--- config.mk ---
export PLATFORM = sky130hd
export DESIGN_NAME = rtc_edit_ctrl
export DESIGN_NICKNAME = d
export VERILOG_FILES = /design/src/rtl/rtc_pkg.sv /design/src/rtl/bcd_field_step.sv /design/src/rtl/rtc_edit_ctrl.sv
export SDC_FILE = /design/constraint.sdc
export NUM_CORES = 1
export LEC_CHECK = 0
export CORE_ASPECT_RATIO = 0.75
export CORE_MARGIN = 2
export CORE_UTILIZATION = 57
export DETAILED_ROUTE_END_ITERATION = 7
export GPL_ROUTABILITY_DRIVEN = 0
export PLACE_DENSITY_LB_ADDON = 0.3
export SETUP_SLACK_MARGIN = 0.05
export SLEW_MARGIN = 20
export SYNTH_ARGS = -nofsm -noshare
export SYNTH_HDL_FRONTEND = slang
export SYNTH_SLANG_ARGS = --single-unit
--- constraint.sdc ---
create_clock -name clk -period 5.7 [get_ports clk]
set_clock_uncertainty 0.15 [all_clocks]
set_input_delay 0.855 -clock clk [delete_from_list [all_inputs] [get_ports clk]]
set_output_delay 0.855 -clock clk [all_outputs]
set_load 0.05 [all_outputs]
--- src/rtl/rtc_pkg.sv ---
// Shared definitions for the RTC edit controller:
// field indices, BCD ranges and controller states.
package rtc_pkg;

  localparam logic [2:0] FLD_SEC   = 3'd0;
  localparam logic [2:0] FLD_MIN   = 3'd1;
  localparam logic [2:0] FLD_HOUR  = 3'd2;
  localparam logic [2:0] FLD_DAY   = 3'd3;
  localparam logic [2:0] FLD_MONTH = 3'd4;
  localparam logic [2:0] FLD_YEAR  = 3'd5;
  localparam int NUM_FIELDS = 6;

  localparam logic [7:0] SEC_MIN   = 8'h00;
  localparam logic [7:0] SEC_MAX   = 8'h59;
  localparam logic [7:0] MIN_MIN   = 8'h00;
  localparam logic [7:0] MIN_MAX   = 8'h59;
  localparam logic [7:0] HOUR_MIN  = 8'h00;
  localparam logic [7:0] HOUR_MAX  = 8'h23;
  localparam logic [7:0] DAY_MIN   = 8'h01;
  localparam logic [7:0] DAY_MAX   = 8'h31;
  localparam logic [7:0] MONTH_MIN = 8'h01;
  localparam logic [7:0] MONTH_MAX = 8'h12;
  localparam logic [7:0] YEAR_MIN  = 8'h00;
  localparam logic [7:0] YEAR_MAX  = 8'h99;

  typedef enum logic [1:0] {
    ST_IDLE,
    ST_LOAD,
    ST_EDIT,
    ST_WRITE
  } state_t;

  function automatic logic [7:0] fld_min(input logic [2:0] f);
    case (f)
      FLD_SEC:   fld_min = SEC_MIN;
      FLD_MIN:   fld_min = MIN_MIN;
      FLD_HOUR:  fld_min = HOUR_MIN;
      FLD_DAY:   fld_min = DAY_MIN;
      FLD_MONTH: fld_min = MONTH_MIN;
      default:   fld_min = YEAR_MIN;
    endcase
  endfunction

  function automatic logic [7:0] fld_max(input logic [2:0] f);
    case (f)
      FLD_SEC:   fld_max = SEC_MAX;
      FLD_MIN:   fld_max = MIN_MAX;
      FLD_HOUR:  fld_max = HOUR_MAX;
      FLD_DAY:   fld_max = DAY_MAX;
      FLD_MONTH: fld_max = MONTH_MAX;
      default:   fld_max = YEAR_MAX;
    endcase
  endfunction

endpackage

--- src/rtl/bcd_field_step.sv ---
// BCD up/down step with per-field wrap, plus
// sanitising of a raw register value to the field range.
module bcd_field_step
  import rtc_pkg::*;
(
  input  logic [7:0] value_i,
  input  logic [2:0] field_i,
  input  logic       up_i,
  input  logic       down_i,
  output logic [7:0] next_val_o,
  output logic [7:0] load_val_o
);

  logic [3:0] lo;
  logic [3:0] hi;
  logic [7:0] mn;
  logic [7:0] mx;
  logic       bad;

  assign lo = value_i[3:0];
  assign hi = value_i[7:4];
  assign mn = fld_min(field_i);
  assign mx = fld_max(field_i);

  // Stepped value; simultaneous up and down cancel.
  always_comb begin
    next_val_o = value_i;
    if (up_i && !down_i) begin
      if (value_i >= mx)
        next_val_o = mn;
      else if (lo == 4'd9)
        next_val_o = {hi + 4'd1, 4'd0};
      else
        next_val_o = value_i + 8'd1;
    end else if (down_i && !up_i) begin
      if (value_i <= mn)
        next_val_o = mx;
      else if (lo == 4'd0)
        next_val_o = {hi - 4'd1, 4'd9};
      else
        next_val_o = value_i - 8'd1;
    end
  end

  // Non-BCD or out-of-range reads fall back to the field minimum.
  always_comb begin
    bad = (lo > 4'd9) || (hi > 4'd9) ||
          (value_i < mn) || (value_i > mx);
    load_val_o = bad ? mn : value_i;
  end

endmodule

--- src/rtl/rtc_edit_ctrl.sv ---
// RTC time/date edit sequencer: read field, adjust, write back.
// Optional idle auto-exit enabled by RTC_EDIT_TIMEOUT_EN.
module rtc_edit_ctrl
  import rtc_pkg::*;
#(
  parameter logic [7:0] BASE_ADDR      = 8'h21,
  parameter int          TIMEOUT_CYCLES = 1000000000,
  parameter int          CNT_W          = 30
) (
  input  logic       clk,
  input  logic       reset,
  input  logic       edit_req,
  input  logic       btn_next,
  input  logic       btn_up,
  input  logic       btn_down,
  output logic       bus_req,
  output logic       bus_we,
  output logic [7:0] bus_addr,
  output logic [7:0] bus_wdata,
  input  logic [7:0] bus_rdata,
  input  logic       bus_ack,
  output logic       edit_active,
  output logic [2:0] field_sel,
  output logic [7:0] edit_val
);

  state_t     state_q, state_d;
  logic [2:0] field_q, field_d;
  logic [7:0] val_q, val_d;
  logic       to_load_q, to_load_d;
  logic       pend_q, pend_d;
  logic [7:0] step_in;
  logic [7:0] step_val;
  logic [7:0] load_val;
  logic       tmo;

  assign step_in = (state_q == ST_LOAD) ? bus_rdata : val_q;

  bcd_field_step u_step (
    .value_i    (step_in),
    .field_i    (field_q),
    .up_i       (btn_up),
    .down_i     (btn_down),
    .next_val_o (step_val),
    .load_val_o (load_val)
  );

`ifdef RTC_EDIT_TIMEOUT_EN
  logic [CNT_W-1:0] cnt_q, cnt_d;
  logic             any_pulse;

  assign any_pulse = edit_req | btn_next | btn_up | btn_down;
  assign tmo = (state_q == ST_EDIT) && !any_pulse &&
               (cnt_q == CNT_W'(TIMEOUT_CYCLES - 1));

  // Idle counter: cleared by any pulse, advances only in EDIT.
  always_comb begin
    cnt_d = cnt_q;
    if (any_pulse)
      cnt_d = '0;
    else if (state_q == ST_EDIT)
      cnt_d = cnt_q + 1'b1;
  end

  // Idle counter register.
  always_ff @(posedge clk or posedge reset) begin
    if (reset) cnt_q <= '0;
    else       cnt_q <= cnt_d;
  end
`else
  assign tmo = 1'b0;
`endif

  // State and datapath registers.
  always_ff @(posedge clk or posedge reset) begin
    if (reset) begin
      state_q   <= ST_IDLE;
      field_q   <= 3'd0;
      val_q     <= 8'h00;
      to_load_q <= 1'b0;
      pend_q    <= 1'b0;
    end else begin
      state_q   <= state_d;
      field_q   <= field_d;
      val_q     <= val_d;
      to_load_q <= to_load_d;
      pend_q    <= pend_d;
    end
  end

  // Next-state and datapath update.
  always_comb begin
    state_d   = state_q;
    field_d   = field_q;
    val_d     = val_q;
    to_load_d = to_load_q;
    pend_d    = pend_q;
    unique case (state_q)
      ST_IDLE: begin
        if (edit_req) begin
          state_d = ST_LOAD;
          field_d = FLD_SEC;
        end
      end
      ST_LOAD: begin
        if (edit_req) pend_d = 1'b1;
        if (bus_ack) begin
          val_d   = load_val;
          state_d = ST_EDIT;
        end
      end
      ST_EDIT: begin
        if (edit_req || pend_q || tmo) begin
          state_d   = ST_WRITE;
          to_load_d = 1'b0;
          pend_d    = 1'b0;
        end else if (btn_next) begin
          state_d   = ST_WRITE;
          to_load_d = 1'b1;
        end else begin
          val_d = step_val;
        end
      end
      ST_WRITE: begin
        if (edit_req) pend_d = 1'b1;
        if (bus_ack) begin
          if (to_load_q) begin
            state_d = ST_LOAD;
            field_d = (field_q == FLD_YEAR) ? FLD_SEC
                                            : field_q + 3'd1;
          end else begin
            state_d = ST_IDLE;
            pend_d  = 1'b0;
          end
        end
      end
      default: state_d = ST_IDLE;
    endcase
  end

  // Moore outputs; address and data only change with state.
  always_comb begin
    bus_req     = 1'b0;
    bus_we      = 1'b0;
    bus_addr    = 8'h00;
    bus_wdata   = 8'h00;
    edit_active = (state_q != ST_IDLE);
    unique case (state_q)
      ST_LOAD: begin
        bus_req  = 1'b1;
        bus_addr = BASE_ADDR + {5'd0, field_q};
      end
      ST_WRITE: begin
        bus_req   = 1'b1;
        bus_we    = 1'b1;
        bus_addr  = BASE_ADDR + {5'd0, field_q};
        bus_wdata = val_q;
      end
      default: ;
    endcase
  end

  assign field_sel = field_q;
  assign edit_val  = val_q;

endmodule
==> results.txt, run 1 <==
Worst Path Max Fanout - 27
WP buf/inv - 2
Critical Path AT - 4.46 ns
Period Utilization, post-route - 0.788
fraction of layout cells with a size suffix above 1 - 0.0743
Mapped Cells - 291
worst hold margin - 0.457 ns
Die X - 76.9 um
RSZ-0062 raised after global routing - false
Die Ht - 58.7 um
clk sinks - 15
startpoint types - register
#FFs+latches synth - 15
Main synth FF type - dfrtp_1
Power Dens Cells - 650 nW/um^2
Post-route DRC - 0
top cells by area, synth - dfrtp_1 (17%), ha_1 (13%), o21ai_0 (4.2%), mux2i_1 (4.0%), nand2_1 (4.0%)
Clk Latency, worst-skew pair - 0.25 ns
Post-CTS Setup Inserts - 0
fin cells - 375
post-synthesis sequential area ratio - 0.165
Avg Synthesized Cell Area - 7.80 um^2
CP Class - register to register
Leakage - 0.00112 uW
EDFF count, synth - 0
Post-synth top cells - nand2_1 (24), ha_1 (23), o21ai_0 (19)
Clk network pwr share - 0.050
share of synthesized registers carrying an async set or reset - 1.00
final-report max-slew violation count - 0
vias per cell - 6.76
Net Sw Power - 1050 uW
NumNets Final - 362
area taken by multi-input logic gates - 1740 um^2
Required @ worst endpoint - 5.67 ns
CP cell instances - inv_1 > ha_1 > mux2i_1 > inv_1 > ha_1 > and4_1 > nand2_1 > o211ai_1 > nor3_1 > a2111oi_0 > o31ai_2
Max Cap Viol - 0
number of core rows - 19
total power - 1760 uW
maximum clock path buffer count - 2
# H-tree levels - 1
most numerous cell in the Yosys netlist - nand2_1
number of port buffers - 41
Storage cell area - 375 um^2
Critical Path Slowest Stage Cell - ha_1
Pint - 706 uW
post-layout util - 0.724
total CTS buffers - 3
Routed WL - 6900 um
Mapped Area - 2270 um^2
gr usage total - 0.308
worst IR drop on VDD - 0.434 mV
Initial Util - 0.608
cell family with most CP delay - adder cells
top-level I/O count - 45
minimum clock period - 4.49 ns
switching share of power - 0.598
Comb pwr share - 0.822
ANT nets after route - 0
Initial DRC Count - 331
total gr overflow - 0
FF-to-FF setup slack - 1.21 ns
Crit. End Element - register
synth warn - 0
# fillers - 310
Pre-Repair DR Iteration Count - 6
hold_buf cts - 0
power share of the sequential group - 0.128
dominant cell type by area after synthesis - dfrtp_1
number of global-route vias before repair - 2,206
Die Area - 4510 um^2
total vias in the final route - 2,534
Worst-path clk slew - 0.07 ns
P&R area growth vs syn - 19.1%
first-pass GRT wire length - 11,000 um
setup-violating endpoint count in the final report - 0
TNS Setup - 0 ns
# placed instances - 371
Ant. Diodes - 0
CTS-repair resized insts - 0
Hold WC Path Type - register to register
post-synth top area share - 0.165
root buffer cell - clkbuf_8
post-detail-place hpwl - 5380 um
Final Hold Viols - 0
number of library cell types mapped by synthesis - 66
FMAX - 0.223 GHz
initial antenna violation count - 0
worst-margin pin slew - 1.02 ns
largest net degree at the start of global routing - 28
CP max stage delay - 0.84 ns
TritonCTS clock tree - done
core area - 3730 um^2
worst rel slew slack - 0.321
WL per Instance - 18.4 um
status - complete, no violations
per-layer routing:
metal | global-route usage | vias up | part of all wire | wire [um]
met5 | 0 | - | 0 | 0
met4 | 0.0883 | 0 | 0.021 | 147
met3 | 0.0736 | 27 | 0.12 | 844
met2 | 0.471 | 196 | 0.41 | 2840
met1 | 0.437 | 1164 | 0.44 | 3070
li1 | - | 1147 | - | -
kinds of logic (layout without fill, tap and decap cells):
kind of cell	after synthesis	in the layout	synth area share
multiplexers	15	15	0.0788
other	1	3	0.00165
AO/OA/AOI/OAI	91	91	0.282
AND/OR/NAND/NOR	111	111	0.267
flip-flops	15	15	0.165
adder cells (fa/ha/maj)	23	23	0.127
XOR/XNOR	2	2	0.00771
buffers and inverters	33	63	0.0716
state kept, by name, indices dropped and copies added, names as in the netlist:
name       flops
edit_val       8
field_sel      3
state_q        2
pend_q         1
to_load_q      1
worst paths after layout:
check,to,start,cells past startpoint
setup / recovery,edit_val[1]$_DFFE_PP0P_,state_q[1]$_DFFE_PP0P_,11
hold / removal,state_q[1]$_DFFE_PP0P_,state_q[1]$_DFFE_PP0P_,1
setup reg to reg,edit_val[1]$_DFFE_PP0P_,state_q[1]$_DFFE_PP0P_,11
hold reg to reg,state_q[1]$_DFFE_PP0P_,state_q[1]$_DFFE_PP0P_,1
max in group asynchronous,pend_q$_DFFE_PP0P_,reset,2
min in group asynchronous,edit_val[7]$_DFFE_PP0P_,reset,2
power groups by stage:
| stage | Sequential (uW) | Combinational [uW] | Clock [uW] |
|---|---|---|---|
| global route | 231 | 1540 | 90.9 |
| floorplan | 306 | 963 | 0 |
| global placement | 221 | 1380 | 0 |
| CTS | 222 | 1410 | 88.1 |
| finish | 224 | 1440 | 88.3 |
| detailed placement | 223 | 1400 | 0 |
metrics by stage:
| stage | cell area [um^2] | setup slack, ns |
|---|---|---|
| 6_report | 2700 | 1.21 |
| 4_1_cts | 2700 | 1.32 |
| 5_1_grt | 2700 | 0.896 |
| 3_3_place_gp | 2660 | 1.57 |
| 2_1_floorplan | 2280 | 1.92 |
| 3_5_place_dp | 2660 | 1.34 |
cell usage in the layout, fill, tap and decap left out, types with 4 or more instances in the layout:
cell type / instances
nor4_1: 4
a31oi_1: 7
ha_1: 23
inv_1: 18
and3_1: 4
a21oi_1: 16
o22ai_1: 5
nor2b_1: 5
nand3_1: 9
nor2_1: 17
o21ai_0: 19
nor3_1: 10
dfrtp_1: 15
clkdlybuf4s50_1: 41
and2_1: 11
nand2_1: 24
a211oi_1: 5
mux2i_1: 9
nand2b_1: 8
a21o_1: 5
final cells by class:
type | instances | area share
Multi-Input combinational cell | 245 | 0.644
Timing Repair Buffer | 41 | 0.152
Sequential cell | 15 | 0.139
Inverter | 18 | 0.0250
Tap cell | 52 | 0.0241
Clock buffer | 4 | 0.0167
Note: power is estimated with default switching activity, not from simulation.
==> inputs of run 2 (changes only) <==
--- a/config.mk
+++ b/config.mk
@@ -7,7 +7,7 @@
 export LEC_CHECK = 0
 export CORE_ASPECT_RATIO = 0.75
 export CORE_MARGIN = 2
-export CORE_UTILIZATION = 57
+export CORE_UTILIZATION = 53
 export DETAILED_ROUTE_END_ITERATION = 7
 export GPL_ROUTABILITY_DRIVEN = 0
 export PLACE_DENSITY_LB_ADDON = 0.3
==> constraint.sdc (replaced) <==
create_clock -name clk -period 4.4 [get_ports clk]
set_clock_uncertainty 0.15 [all_clocks]
set_input_delay 0.66 -clock clk [delete_from_list [all_inputs] [get_ports clk]]
set_output_delay 0.66 -clock clk [all_outputs]
set_load 0.05 [all_outputs]
==> run 2 against run 1 <==
Against the previous run:
- sequential share of layout area decreased by 0.30 points
- wire length increased by 1.0%
- total power up 31%
- setup slack worse by 0.76 ns
- maximum frequency grew 14%
- global-route usage shrank 0.58 points
- first-iteration DRC count grew 12%
- clock power increased by 33%
- sequential power rose by 30%
- largest cell class unchanged
- largest power group unchanged
==> results.txt, run 2 (synthesis results as in run 1) <==
NumNets Final - 369 (+1.9%)
total gr overflow - 0 (unchanged)
CTS-repair resized insts - 0 (unchanged)
total CTS buffers - 3 (unchanged)
Final Cell Area - 2760 um^2 (+2.2%)
top-level I/O count - 45 (unchanged)
hold_buf cts - 0 (unchanged)
Clk Latency, worst-skew pair - 0.26 ns (about the same)
worst hold margin - 0.434 ns (-0.0224 ns)
largest net degree at the start of global routing - 19 (-32%)
WP buf/inv - 2 (unchanged)
worst IR drop on VDD - 0.431 mV (-0.68%)
minimum clock period - 3.95 ns (-0.542 ns)
Initial DRC Count - 370 (+12%)
FMAX - 0.253 GHz (+14%)
CP Class - register to register
post-layout util - 0.678 (-0.0468)
first-pass GRT wire length - 11,200 um (+1.5%)
Required @ worst endpoint - 4.38 ns (-1.29 ns)
core area - 4080 um^2 (+9.3%)
WL per Instance - 18.1 um (-1.6%)
Period Utilization, post-route - 0.897 (+0.110)
setup-violating endpoint count in the final report - 0 (unchanged)
fraction of layout cells with a size suffix above 1 - 0.0970 (+0.0227)
gr usage total - 0.302 (-0.00581)
placed instance area - 2720 um^2 (+2.1%)
post-detail-place hpwl - 5530 um (+2.7%)
CP cell instances - inv_1 > ha_1 > mux2i_1 > inv_1 > ha_1 > and4_1 > nand2_1 > o211ai_1 > nor3_1 > a2111oi_0 > o31ai_2
worst rel slew slack - 0.502 (+0.181)
number of core rows - 20 (+1)
RSZ-0062 raised after global routing - false
Final Hold Viols - 0 (unchanged)
# H-tree levels - 1 (unchanged)
root buffer cell - clkbuf_8
ANT nets after route - 0 (unchanged)
Worst Path Max Fanout - 10 (-63%)
Post-CTS Setup Inserts - 0 (unchanged)
Die Area - 4830 um^2 (+7.1%)
P&R area growth vs syn - 21.7%
Pre-Repair DR Iteration Count - 7 (+1)
Die Ht - 60.7 um (+3.5%)
Post-route DRC - 0 (unchanged)
startpoint types - register
Die X - 79.6 um (+3.5%)
total vias in the final route - 2,508 (-1.0%)
TNS Setup - 0 ns (unchanged)
final-report max-slew violation count - 0 (unchanged)
clk sinks - 15 (unchanged)
initial antenna violation count - 0 (unchanged)
status - complete, no violations
Power Dens Cells - 835 nW/um^2 (+29%)
Critical Path AT - 3.93 ns (-0.53 ns)
most common cell after layout, fill and taps aside - clkdlybuf4s50_1
Critical Path Slowest Stage Cell - a2111oi_0
maximum clock path buffer count - 2 (unchanged)
Hold WC Path Type - register to register
CP max stage delay - 0.57 ns (-0.27 ns)
TritonCTS clock tree - done
most frequent cells in the layout - clkdlybuf4s50_1 (41), nand2_1 (24), ha_1 (23)
Largest register FFs - 8 (unchanged)
Crit. End Element - register
Ant. Diodes - 0 (unchanged)
worst-margin pin slew - 0.740 ns (-0.278 ns)
Worst-path clk slew - 0.07 ns (about the same)
number of port buffers - 41 (unchanged)
vias per cell - 6.51 (-3.6%)
Leakage - 0.00115 uW (+3.0%)
cell family with most CP delay - compound AO/OA/AOI/OAI gates
Max Cap Viol - 0 (unchanged)
Initial Util - 0.557 (-0.0517)
number of global-route vias before repair - 2,242 (+1.6%)
Routed WL - 6970 um (+1.0%)
[run 2: cell types whose count changed in the layout (fill, tap and decap cells not counted)]
cell,before,now
buf_4,0,7
clkbuf_1,1,0
clkinvlp_4,0,1
[run 2: path summary, 6_finish.rpt]
path / startpoint / to / slack, ns / depth (start not counted)
max: state_q[1]$_DFFE_PP0P_ / edit_val[1]$_DFFE_PP0P_ / 0.45 / 11
min: to_load_q$_DFFE_PP0P_ / to_load_q$_DFFE_PP0P_ / 0.43 / 2
max reg2reg: state_q[1]$_DFFE_PP0P_ / edit_val[1]$_DFFE_PP0P_ / 0.45 / 11
min reg2reg: to_load_q$_DFFE_PP0P_ / to_load_q$_DFFE_PP0P_ / 0.43 / 2
max in group asynchronous: reset / edit_val[4]$_DFFE_PP0P_ / 3.11 / 2
min in group asynchronous: reset / to_load_q$_DFFE_PP0P_ / 0.61 / 2
[run 2: metrics by stage]
step / power (uW) / worst slack (ns) / cells
CTS: 2270 / 0.559 / 385
global route: 2470 / 0.160 / 385
detailed placement: 2140 / 0.545 / 381
global placement: 2110 / 0.664 / 381
finish: 2310 / 0.452 / 385
floorplan: 1640 / 0.812 / 293
[run 2: layout make-up]
class | instances | area [um^2]
clock inverters | 1 | 7.51
flip-flops and latches | 15 | 375
repair buffers | 48 | 463
fillers | 360 | 1320
well taps | 55 | 68.8
inverters | 18 | 67.6
clock buffers | 3 | 41.3
multi-input cells | 245 | 1740
[run 2: power by group]
part	internal, uW	switching [uW]
combinational	683	1220
clock	63.7	53.0
sequential	199	93.0
total	946	1360
[run 2: tightest hold or removal path, cell delays in order (launching register included)]
cell and delay, ns:
dfrtp_1 0.41, a21oi_1 0.06, nor2_1 0.08
[run 2: routing by layer]
metal,track usage,routed length [um],vias up
met1,0.423,3020,1148
met4,0.0887,189,0
met2,0.442,2800,168
met5,0,0,-
li1,-,-,1162
met3,0.107,949,30
==> inputs of run 3 (changes only) <==
--- a/config.mk
+++ b/config.mk
@@ -5,6 +5,7 @@
 export SDC_FILE = /design/constraint.sdc
 export NUM_CORES = 1
 export LEC_CHECK = 0
+export CAP_MARGIN = 40
 export CORE_ASPECT_RATIO = 0.75
 export CORE_MARGIN = 2
 export CORE_UTILIZATION = 53
==> results of run 3 <==
Same layout as run 2: the final DEF is identical, and so are final timing and power.
